$ cat config.mk
export PLATFORM = sky130hd
export DESIGN_NAME = bcd_digit_sequencer
export DESIGN_NICKNAME = d
export VERILOG_FILES = /design/src/rtl/bcd_digit_sequencer.sv
export SDC_FILE = /design/constraint.sdc
export NUM_CORES = 1
export LEC_CHECK = 0
export ABC_CLOCK_PERIOD_IN_PS = 4450
export BUFFER_PORTS_ARGS = -buffer_cell sky130_fd_sc_hd__buf_2
export CORE_MARGIN = 3
export CORE_UTILIZATION = 40
export CTS_BUF_LIST = sky130_fd_sc_hd__clkbuf_16
export DETAILED_ROUTE_END_ITERATION = 16
export SYNTH_ARGS = -nofsm -noshare
export SYNTH_HDL_FRONTEND = slang
export SYNTH_SLANG_ARGS = --single-unit
$ cat constraint.sdc
create_clock -name clk -period 4.45 [get_ports clk]
set_input_delay 0.445 -clock clk [delete_from_list [all_inputs] [get_ports clk]]
set_output_delay 0.445 -clock clk [all_outputs]
set_load 0.005 [all_outputs]
$ cat src/rtl/bcd_digit_sequencer.sv
// Multi-digit packed-BCD adder sequencer.
// Takes two packed BCD operands through a valid/ready handshake and adds them
// one digit per clock, starting with the least significant digit. The decimal
// carry ripples through a register between digits. The packed sum, the final
// carry and a sticky illegal-digit flag are held for the downstream consumer.
module bcd_digit_sequencer #(
  parameter int DIGITS = 4
) (
  input  logic                  clk,
  input  logic                  reset,
  input  logic                  in_valid,
  output logic                  in_ready,
  input  logic [4*DIGITS-1:0]   in_a,
  input  logic [4*DIGITS-1:0]   in_b,
  input  logic                  in_c_in,
  output logic                  out_valid,
  input  logic                  out_ready,
  output logic [4*DIGITS-1:0]   out_sum,
  output logic                  out_c_out,
  output logic                  out_of_range
);

  localparam int W    = 4 * DIGITS;
  // Keep the index at least one bit wide so DIGITS==1 still elaborates.
  localparam int IDXW = (DIGITS > 1) ? $clog2(DIGITS) : 1;
  localparam logic [IDXW-1:0] LAST_IDX = IDXW'(DIGITS - 1);

  typedef enum logic [1:0] {
    S_IDLE = 2'd0,
    S_RUN  = 2'd1,
    S_DONE = 2'd2
  } state_t;

  state_t          state_q, state_d;
  logic [W-1:0]    a_q, a_d;
  logic [W-1:0]    b_q, b_d;
  logic [W-1:0]    sum_q, sum_d;
  logic [IDXW-1:0] idx_q, idx_d;
  logic            carry_q, carry_d;
  logic            c_out_q, c_out_d;
  logic            oor_q, oor_d;

  // Bit offset of the current digit; two extra bits so 4*idx never overflows.
  logic [IDXW+1:0] bit_off;
  logic [3:0]      digit_a, digit_b;
  logic [4:0]      digit_sum;
  logic [3:0]      digit_res;
  logic            carry_next;
  logic            digit_bad;

  // Single-digit decimal add of the current digit pair plus the rippled carry.
  always_comb begin
    bit_off    = {idx_q, 2'b00};
    digit_a    = a_q[bit_off +: 4];
    digit_b    = b_q[bit_off +: 4];
    digit_sum  = {1'b0, digit_a} + {1'b0, digit_b} + {4'b0000, carry_q};
    if (digit_sum > 5'd9) begin
      // Adding 6 skips the six unused codes; the wrap past 15 is intended.
      digit_res  = digit_sum[3:0] + 4'd6;
      carry_next = 1'b1;
    end else begin
      digit_res  = digit_sum[3:0];
      carry_next = 1'b0;
    end
    digit_bad = (digit_a > 4'd9) || (digit_b > 4'd9);
  end

  // Next-state and datapath updates for the IDLE/RUN/DONE sequence.
  always_comb begin
    state_d = state_q;
    a_d     = a_q;
    b_d     = b_q;
    sum_d   = sum_q;
    idx_d   = idx_q;
    carry_d = carry_q;
    c_out_d = c_out_q;
    oor_d   = oor_q;
    case (state_q)
      S_IDLE: begin
        if (in_valid) begin
          a_d     = in_a;
          b_d     = in_b;
          carry_d = in_c_in;
          idx_d   = '0;
          sum_d   = '0;
          oor_d   = 1'b0;
          state_d = S_RUN;
        end
      end
      S_RUN: begin
        sum_d[bit_off +: 4] = digit_res;
        carry_d             = carry_next;
        oor_d               = oor_q | digit_bad;
        if (idx_q == LAST_IDX) begin
          c_out_d = carry_next;
          idx_d   = '0;
          state_d = S_DONE;
        end else begin
          idx_d = idx_q + 1'b1;
        end
      end
      S_DONE: begin
        if (out_ready) begin
          state_d = S_IDLE;
        end
      end
      default: begin
        state_d = S_IDLE;
      end
    endcase
  end

  // State and datapath registers; reset aborts any operation in flight.
  always_ff @(posedge clk) begin
    if (reset) begin
      state_q <= S_IDLE;
      a_q     <= '0;
      b_q     <= '0;
      sum_q   <= '0;
      idx_q   <= '0;
      carry_q <= 1'b0;
      c_out_q <= 1'b0;
      oor_q   <= 1'b0;
    end else begin
      state_q <= state_d;
      a_q     <= a_d;
      b_q     <= b_d;
      sum_q   <= sum_d;
      idx_q   <= idx_d;
      carry_q <= carry_d;
      c_out_q <= c_out_d;
      oor_q   <= oor_d;
    end
  end

  assign in_ready     = (state_q == S_IDLE);
  assign out_valid    = (state_q == S_DONE);
  assign out_sum      = sum_q;
  assign out_c_out    = c_out_q;
  assign out_of_range = oor_q;

endmodule

Word-level counts from Yosys, hierarchy flattened
Cells that the tools add are included.

operators by class
  mux-type cells = 16
  reductions and logical operators = 7
  bitwise operators = 1
  magnitude comparators = 3
  equality and inequality tests = 6
  $add $sub $neg = 5
  shift-type cells = 4

operator list
  operator                  count
  $pmux W16 S2              1
  $shiftx A16 B5 Y4         2
  $bwmux W16                1
  $mux W16                  1
  $shift A4 B6 Y16 const A  1
  $shiftx A4 B6 Y16         1
  $mux W2                   5
  $gt A4 B4 Y1 const B      2
  $neg A4 Y6                1
  $pmux W2 S3               1
  $reduce_and A2 Y1         3
  $add A4 B4 Y5             1
  $add A5 B1 Y5             1
  $gt A5 B4 Y1 const B      1
  $add A4 B3 Y4 const B     1
  $eq A2 B2 Y1 const B      2
  $mux W4                   1
  $ne A2 B2 Y1 const B      2
  $pmux W1 S2               2
  $pmux W2 S2               1
  $mux W1                   3
  $reduce_and A3 Y1         1
  $add A2 B1 Y2 const B     1
  $eq A2 B1 Y1 const B      1
  other kinds (5)           5

word-level totals
  output and inout port bits = 20
  word-level logic and storage cells = 50
  register bits = 55
  bits of input ports = 37

Depth between registers and ports, before layout
Gate-level depths: netlist of run 1.

  depth after elaboration = 8
  depth in mapped cells = 13
  mapped depth without buffers = 11

Worst setup path after synthesis of run 1
No wires, ideal clock.

  path kind = reg-to-reg
  start point = register idx_q[0]
  end point = register sum_q[2], in the netlist out_sum[2]
  buffers on the path = 2
  stages on the path, launching flop included = 14
  setup slack = 0.729 ns
  data arrival time = 3.661 ns
  library setup time = 0.060 ns
  cell sequence = dfxtp_1 -> buf_2 -> buf_2 -> mux4_2 -> fa_1 -> fa_1 -> xnor2_1 -> ha_1 -> nor2b_1 -> a31o_1 -> o31ai_4 -> mux2_4 -> nor2_2 -> a22o_1

between the ends
  longest elaborated chain between the ends = 8
  elaborated cells on any way between the ends = 12
  classes of those cells = add/sub: 4; order compare: 1; shift: 4; mux: 3

ends and longest elaborated chain
  what                                                  RTL line  RTL
  start: declaration                                    38        logic [IDXW-1:0] idx_q, idx_d;
  start signal: assignment                              129       idx_q <= idx_d;
  $shiftx A16 B5 Y4, on equally long branches           54, 55
  $add A4 B4 Y5                                         56        digit_sum = {1'b0, digit_a} + {1'b0, digit_b} + {4'b0000, carry_q};
  $add A5 B1 Y5                                         56
  $add A4 B3 Y4 / $gt A5 B4 Y1 (equally long branches)  59, 57
  $mux W4                                               57        if (digit_sum > 5'd9) begin
  $shiftx A4 B6 Y16                                     91        sum_d[bit_off +: 4] = digit_res;
  $bwmux W16 *                                          91
  $pmux W16 S2 *                                        78        case (state_q)
  end signal: assignment                                128       sum_q <= sum_d;
  end: declaration                                      37        logic [W-1:0] sum_q, sum_d;

Every way passes the cells marked *; elsewhere a longest branch is shown, timed or not.
A chain may end at the register's enable or synchronous reset.

Worst setup path in the final report of run 1
Ends and elaborated chain as after synthesis.

==> summary by stage, run 1 <==
Outcome
The run finished with clean final reports.

Timing
The smallest clock period supported by the final layout is computed as 3.747 ns. The final number of max-transition violations was 0. The final cycle utilization of the critical path is 84.20%. Setup repair after global routing left no endpoint under its margin. Setup violations remaining at the end of the flow were counted as 0. Timing would allow up to 0.2669 GHz. For the pin with the worst max-slew slack, the measured transition is 0.9676 ns. The final sum of negative setup slack is 0 ns. The number of failing hold endpoints at the final stage came to 0. The max-slew headroom at the worst pin is 35.49%.

The post-route clock skew is 0.005191 ns.

Yosys
The number of warnings issued by yosys is 0. The combinational family with the most area after synthesis is simple AND/OR/NAND/NOR gates. For this run, asynchronously set or reset flops after synthesis account for 0%.

The count of unique library cells instantiated by Yosys is 33. The portion of synthesized area spent on multiplexers is 8.419%. The synthesized netlist devotes 0.7187% of its cell area to XOR and XNOR gates. The largest total area in the synthesized netlist belongs to sky130_fd_sc_hd__dfxtp_1. The count of flip-flops with a built-in enable after synthesis is 0.

The synthesized-area fraction occupied by ao, oa, aoi and oai cells is 17.25%. For this run, the register share of the synthesized area comes to 45.17%. Sorting the synthesized cells by how often they occur yields 71 x sky130_fd_sc_hd__nand2_1, 55 x sky130_fd_sc_hd__dfxtp_1, 44 x sky130_fd_sc_hd__a21oi_1. The share of synthesized cell area in full adder, half adder and majority cells is 5.749%. The total standard cell area after synthesis is 2437 um^2. The synthesized netlist devotes 19.05% of its cell area to simple gates.

The mean post-synth cell area is 8.831 um^2. The share of the synthesized area in the top cell type is 45.17%. The net count after synthesis is 323.

By area the synthesized netlist is led by sky130_fd_sc_hd__dfxtp_1 45%, sky130_fd_sc_hd__nand2_1 11%, sky130_fd_sc_hd__a21oi_1 9.0%. After synthesis the netlist holds a flip-flop and latch count of 55. The cell count after synthesis came out at 276. The most used flip-flop cell after synthesis is sky130_fd_sc_hd__dfxtp_1. In the post-synthesis netlist, the cell with the most instances is sky130_fd_sc_hd__nand2_1.

Global route
The global routing's busiest layer is met2. The first global-routing pass estimated 9356 um of wire. The largest net degree at the start of global routing is 54. Summed over all layers, the global routing overflow is 0.

The number of global-route vias before repair is 1902. The overall track demand over capacity in global routing is 15.93%. For met2 alone, demand over resource in global routing was 24.25%. Global routing consumed, on the met1 layer, 23.10% of the routing resources. In the global route stage, met3 resource usage came out at 3.455%. The initial antenna violation count is 0.

Setup path
The worst setup path endpoint is out_sum[2]. In this run the register-to-register setup slack is 0.70 ns. The critical register-to-register path startpoint is idx_q[0].

The cell with the largest stage delay on the worst path is sky130_fd_sc_hd__mux4_2. The critical path goes through mux4_2, fa_1, fa_1, xnor2_1, ha_1, nor2b_1, a31o_1, o31ai_4, mux2_4, nor2_2, a22o_1. By instance count, the cell type seen most on the critical path is sky130_fd_sc_hd__fa_1. The maximum fanout encountered on the critical timing path is 6. The arrival time of data at the critical path endpoint is 3.97 ns.

The beginning of the critical path is idx_q[0]. STA classifies the critical path endpoint as a flip-flop. The critical path class is reg2reg.

The data required time at the worst endpoint is 4.68 ns. The worst-case reg-to-reg path depth is 11. The startpoint type of the worst setup path is a flip-flop.

The reg-to-reg critical path endpoint is out_sum[2]. In this design, the stage delay of the slowest critical-path cell is 0.57 ns.

Cells and area
Cells with a size suffix above 1 make up 23.77% of the layout. The final standard cell utilization of the core is 50.62%. The count of antenna diodes in the layout is 0.

Compared with the post-synthesis result, the final layout area differs by 18.58%. The count of non-filler cells in the finished layout is 396. The final layout contains 371 nets.

Placement
The number of placed instances, taps included, is 389. Routability-driven placement finished with a final weighted congestion of 0.7954. In this run the tool buffered the top-level ports with 56 buffer cells. Summed over all nets, the half-perimeter wirelength after detailed placement is 4016 um.

Clocking
Hold repair after CTS inserted 0 buffers. The maximum level of the CTS H-tree is 2. Buffers added to address setup during post-CTS repair amount to 0.

Clock latency on the worst-skew pair, taken at its later pin, is 0.29 ns. CTS saw 55 sinks. Once the clock tree was built, the resizer swapped 0 gates to a different size. The CTS root buffer is sky130_fd_sc_hd__clkbuf_16. After clock tree synthesis, the clock-pin slew on the worst setup and hold paths is 0.07 ns.

TritonCTS built the clock tree. In this run the deepest clock path goes through 2 buffers. TritonCTS created 5 clock buffers.

Drt
The routed layout has 2042 vias. After detailed routing, the average wire length per cell comes to 13.99 um. After detailed routing, the number of remaining DRC violations is 0. The length of the first detailed-routing pass in iterations is 4. The post-detailed-route count of antenna-violating nets is 0.

In this run, the number of DRC markers left after iteration 0 of detailed routing was 104. The routed design has 5540 um of wire. The vias per cell is 5.157.

Floorplanning
In this run the vertical extent of the chip is 84.06 um. In this run the standard cell core region covers 5709 um^2. During I/O placement, the number of pins put on the boundary was 57. The effective utilization at floorplan is 42.69%. The die outline area is 7066 um^2. The floorplan step set the die width to 84.06 um. The floorplan row count is 27.

Flow run
The tool flagged a number of max-cap violations equal to 0.

Hold path
Along the worst hold path, the cell count comes to 3. The min-delay analysis places its worst path in the category in2reg.

Pwr
The peak supply drop is 0.1485 mV. The cell area power density is 372.9 nW/um^2. The analysis attributes to cell leakage a power of 0.001232 uW.
worst min path at each step:
stage / endpoint / slack, ns / startpoint
after floorplan: a_q[10] / 0.43 / a_q[10]
after global placement: a_q[5] / 0.44 / a_q[5]
after detailed placement: a_q[9] / 0.45 / a_q[9]
after CTS: a_q[3] / 0.39 / in_a[3]
after global routing: b_q[2] / 0.39 / in_b[2]
final: b_q[14] / 0.39 / in_b[14]
layout by cell type (no fill, tap or decap), drive strengths merged, types with 4 or more instances in the layout:
master   n
clkbuf   5
a22o     8
a21oi   44
dfxtp   55
nor2    18
ha       8
mux4     8
a22oi    6
buf     59
nand2   71
nor2b    6
inv      4
flip-flops by register name, indices dropped and copies added (netlist names):
| register | cells |
|---|---|
| a_q | 16 |
| b_q | 16 |
| carry_q | 1 |
| idx_q | 2 |
| out_c_out | 1 |
| out_of_range | 1 |
| out_sum | 16 |
| state_q | 2 |
cell type report:
type                       instances  area [um^2]
fill                             566         2819
multi-input combinational        199         1247
sequential                        55         1101
timing repair buffer              59        302.8
clock buffer                       5        125.1
tap                               72        90.09
inverter                           4        15.01
clock inverter                     2        8.758
per-layer routing:
| layer | share of wire, % | routed length (um) |
|---|---|---|
| met1 | 48 | 2639 |
| met2 | 46 | 2574 |
| met3 | 5.0 | 279 |
| met4 | 0.83 | 46 |
| met5 | 0 | 0 |
per-stage QoR:
| step | hold WS [ns] | instance area, um^2 | setup WS (ns) | power, uW |
|---|---|---|---|---|
| 6_report | 0.3879 | 2890 | 0.7032 | 1078 |
| 2_1_floorplan | 0.4331 | 2437 | 0.7288 | 671.8 |
| 3_3_place_gp | 0.4428 | 2756 | 0.8143 | 721.2 |
| 4_1_cts | 0.3872 | 2890 | 0.6614 | 1090 |
| 5_1_grt | 0.3939 | 2890 | 0.4758 | 1134 |
| 3_5_place_dp | 0.4474 | 2756 | 0.6942 | 725.2 |
worst max-delay path, delay by kind of cell (launching register included):
family	cells	cell delay, ns
AND/OR/NAND/NOR	2	0.29
adder cells (fa/ha/maj)	3	1.11
multiplexers	2	0.91
XOR/XNOR	1	0.19
AO/OA/AOI/OAI	3	0.67
flip-flops	1	0.53
where the power goes:
part / switching, uW / leakage [uW] / total [uW] / internal [uW]
combinational: 103 / 0.000716 / 181 / 77.8
clock: 163 / 0.0000671 / 366 / 203
sequential: 15.5 / 0.000449 / 531 / 515
logic make-up after synthesis:
logic type | count (synthesis)
fa+ha+maj | 10
simple gates | 109
compound gates | 68
buf+inv | 22
xor+xnor | 2
mux | 10
flops | 55
(Power assumes the default switching activity.)
==> run 2: changes to the inputs <==
Settings changed: ABC_CLOCK_PERIOD_IN_PS 4450 to 3500.
Clock period 4.45 ns to 3.5 ns, I/O delays scaled along.
==> summary by stage, run 2 (synthesis results as in run 1) <==
Global route
For this run the aggregate overflow at the end of global routing stands at 0. The largest net degree at the start of global routing is 33. The first global-routing pass estimated 9770 um of wire. The initial antenna violation count came to 0. Global routing used 16.92% of the available tracks.

The number of global-route vias before repair was 2049.

Floorplanning
The x dimension of the die is 84.06 um. The die extent in y is 84.06 um. The die covers 7066 um^2. The initialized floorplan defines 27 standard-cell rows. The core outline area is 5709 um^2. The effective utilization at floorplan is 42.69%.

During I/O placement, the number of pins put on the boundary was 57.

Pwr
The sequential fraction of design power is 45.6%. Of the total power, the clock network draws 37.8%. The cell area power density is 496.8 nW/um^2. The switching power as a share of total power is 25.75%. The peak supply drop is 0.2466 mV. For this design the total switching power over the nets is 379.5 uW.

The cell internal power dissipation is 1094 uW. In this run, the combinational gates consume 16.6% of the power. The leakage component of the power is 0.001263 uW.

Setup path
For the worst setup path, the data required time is 3.73 ns. STA classifies the critical path startpoint as a flip-flop. At the worst endpoint, the arrival time is 3.61 ns.

The worst-case reg-to-reg path depth is 11. Of all nets on the critical path, the largest fanout is 4. The critical path class is reg2reg. The worst setup path is captured at a flip-flop.

Clocking
The H-tree was split into 2 levels. The longest clock path from root to sink contains 2 buffers. The clock input transition at the sequential cells of the worst setup and hold paths is 0.07 ns. The clock insertion delay at the later pin of the skew report is 0.29 ns. Counting every sink on the clock net gives 55. The CTS root buffer is sky130_fd_sc_hd__clkbuf_16. The count of hold-fix buffers inserted at cts is 0.

TritonCTS built the clock tree. The number of buffers inserted during clock tree synthesis is 5.

Drt
The post-detailed-routing wire length is 5801 um. The post-detailed-route count of antenna-violating nets is 0. The routed layout has 2062 vias. The length of the first detailed-routing pass in iterations is 4. The remaining routing DRC violations is 0. The vias per cell is 5.142. After the first detailed-routing iteration, the DRC count stood at 79.

The wire length per cell is 14.47 um.

Placement
The number of placed instances, taps included, is 392. The count of buffers added on input and output ports is 56. The final weighted congestion in routability-driven placement is 0.7991. The wire-length estimate of the detail-placed layout is 4269 um.

Cells and area
Leaving out fill and tap cells, the most frequent cell in the layout is sky130_fd_sc_hd__nand2_1. Of the cells placed in the final design, the portion with a size suffix greater than 1 is 26.14%. For this run, the share of the core covered by cells in the final layout is 51.96%. The flip-flop and latch area is 1105 um^2. The fill cell total of the finished layout is 550. The number of antenna diodes in the final layout is 0. The multi-input combinational cells in the finished layout cover a total of 1260 um^2.

After the flow finishes, the layout carries non-filler instances totaling 401. Relative to the synthesized area, the layout overhead comes to 21.71%. Leaving out fill and tap cells, the most frequent cells in the layout are 71 x sky130_fd_sc_hd__nand2_1, 56 x sky130_fd_sc_hd__buf_2, 54 x sky130_fd_sc_hd__dfxtp_1. The post-layout net count is 375.

Timing
The final sum of negative setup slack is 0 ns. The worst path uses 96.51% of the clock period. Across the routed clock network, the largest skew measured is 0.007478 ns. Headroom to the max-slew limit came out at 39.05%. Setup repair after global routing left no endpoint under its margin. The final number of max-transition violations is 0. The slew of the pin with the lowest slew margin is 0.9120 ns. The shortest clock period the worst path allows after layout is 3.378 ns. The maximum clock frequency is 0.2960 GHz.

The number of setup violations in the final report is 0. The number of failing hold endpoints at the final stage is 0.

Hold path
The min-delay analysis places its worst path in the category in2reg. The number of cells traversed by the worst hold path is 3.

Flow run
The number of max-cap violations is 0.

Outcome
The run finished with clean final reports.
run 2: changes by cell type in the layout (fill, tap and decap cells not counted), sizes merged:
cell    delta
buf        +4
bufinv     +1
run 2: worst paths after layout:
path            start         end  slack [ns]
max          idx_q[0]  out_sum[2]        0.12
min          in_b[10]     b_q[10]        0.29
max reg2reg  idx_q[0]  out_sum[2]        0.12
min reg2reg    a_q[1]      a_q[1]        0.46
run 2: final cells by class:
cell class,instances,area share (%)
clock inverters,3,1.307
well taps,72,3.037
repair buffers,63,11.22
clock buffers,5,4.218
multi-input cells,199,42.47
flip-flops and latches,55,37.24
inverters,4,0.5061
run 2: critical path: stages (launching register included):
cell                      delay, ns
sky130_fd_sc_hd__dfxtp_4       0.37
sky130_fd_sc_hd__mux4_2        0.52
sky130_fd_sc_hd__fa_2          0.39
sky130_fd_sc_hd__fa_2          0.53
sky130_fd_sc_hd__inv_1         0.07
sky130_fd_sc_hd__ha_2          0.19
sky130_fd_sc_hd__nor2b_1       0.13
sky130_fd_sc_hd__a31o_1        0.23
sky130_fd_sc_hd__o31ai_4       0.28
sky130_fd_sc_hd__mux2_4        0.34
sky130_fd_sc_hd__nor2_4        0.11
sky130_fd_sc_hd__a22o_1        0.14
run 2: timing repair:
| action | in CTS | in global routing |
|---|---|---|
| buffers inserted | 0 | 1 |
| endpoints found under the setup margin | 0 | 8 |
| resized for setup | 0 | 2 |
| endpoints found under the hold margin | 0 | 0 |
run 2: power by group through the flow:
stage / registers (uW) / clock network, uW / logic [uW]
global placement: 687 / 0 / 239
CTS: 673 / 563 / 244
global route: 676 / 585 / 274
detailed placement: 687 / 0 / 243
floorplan: 681 / 0 / 180
finish: 672 / 557 / 245
run 2: metal layers:
layer,part of all wire (%),global-route usage (%),vias to the layer above
li1,-,-,1049
met1,48,22.88,959
met2,47,27.19,46
met3,3.9,3.258,8
met4,1.4,5.263,0
met5,0,0,-
run 2: through the flow:
stage | setup WS (ns) | instance area, um^2 | hold slack (ns) | total power [uW]
6_report | 0.1222 | 2967 | 0.2868 | 1474
5_1_grt | 0.03000 | 2967 | 0.2974 | 1535
4_1_cts | 0.02161 | 2954 | 0.2843 | 1480
3_5_place_dp | 0.04485 | 2790 | 0.4460 | 929.7
3_3_place_gp | 0.1647 | 2790 | 0.4429 | 925.0
2_1_floorplan | 0.002926 | 2461 | 0.4331 | 860.7
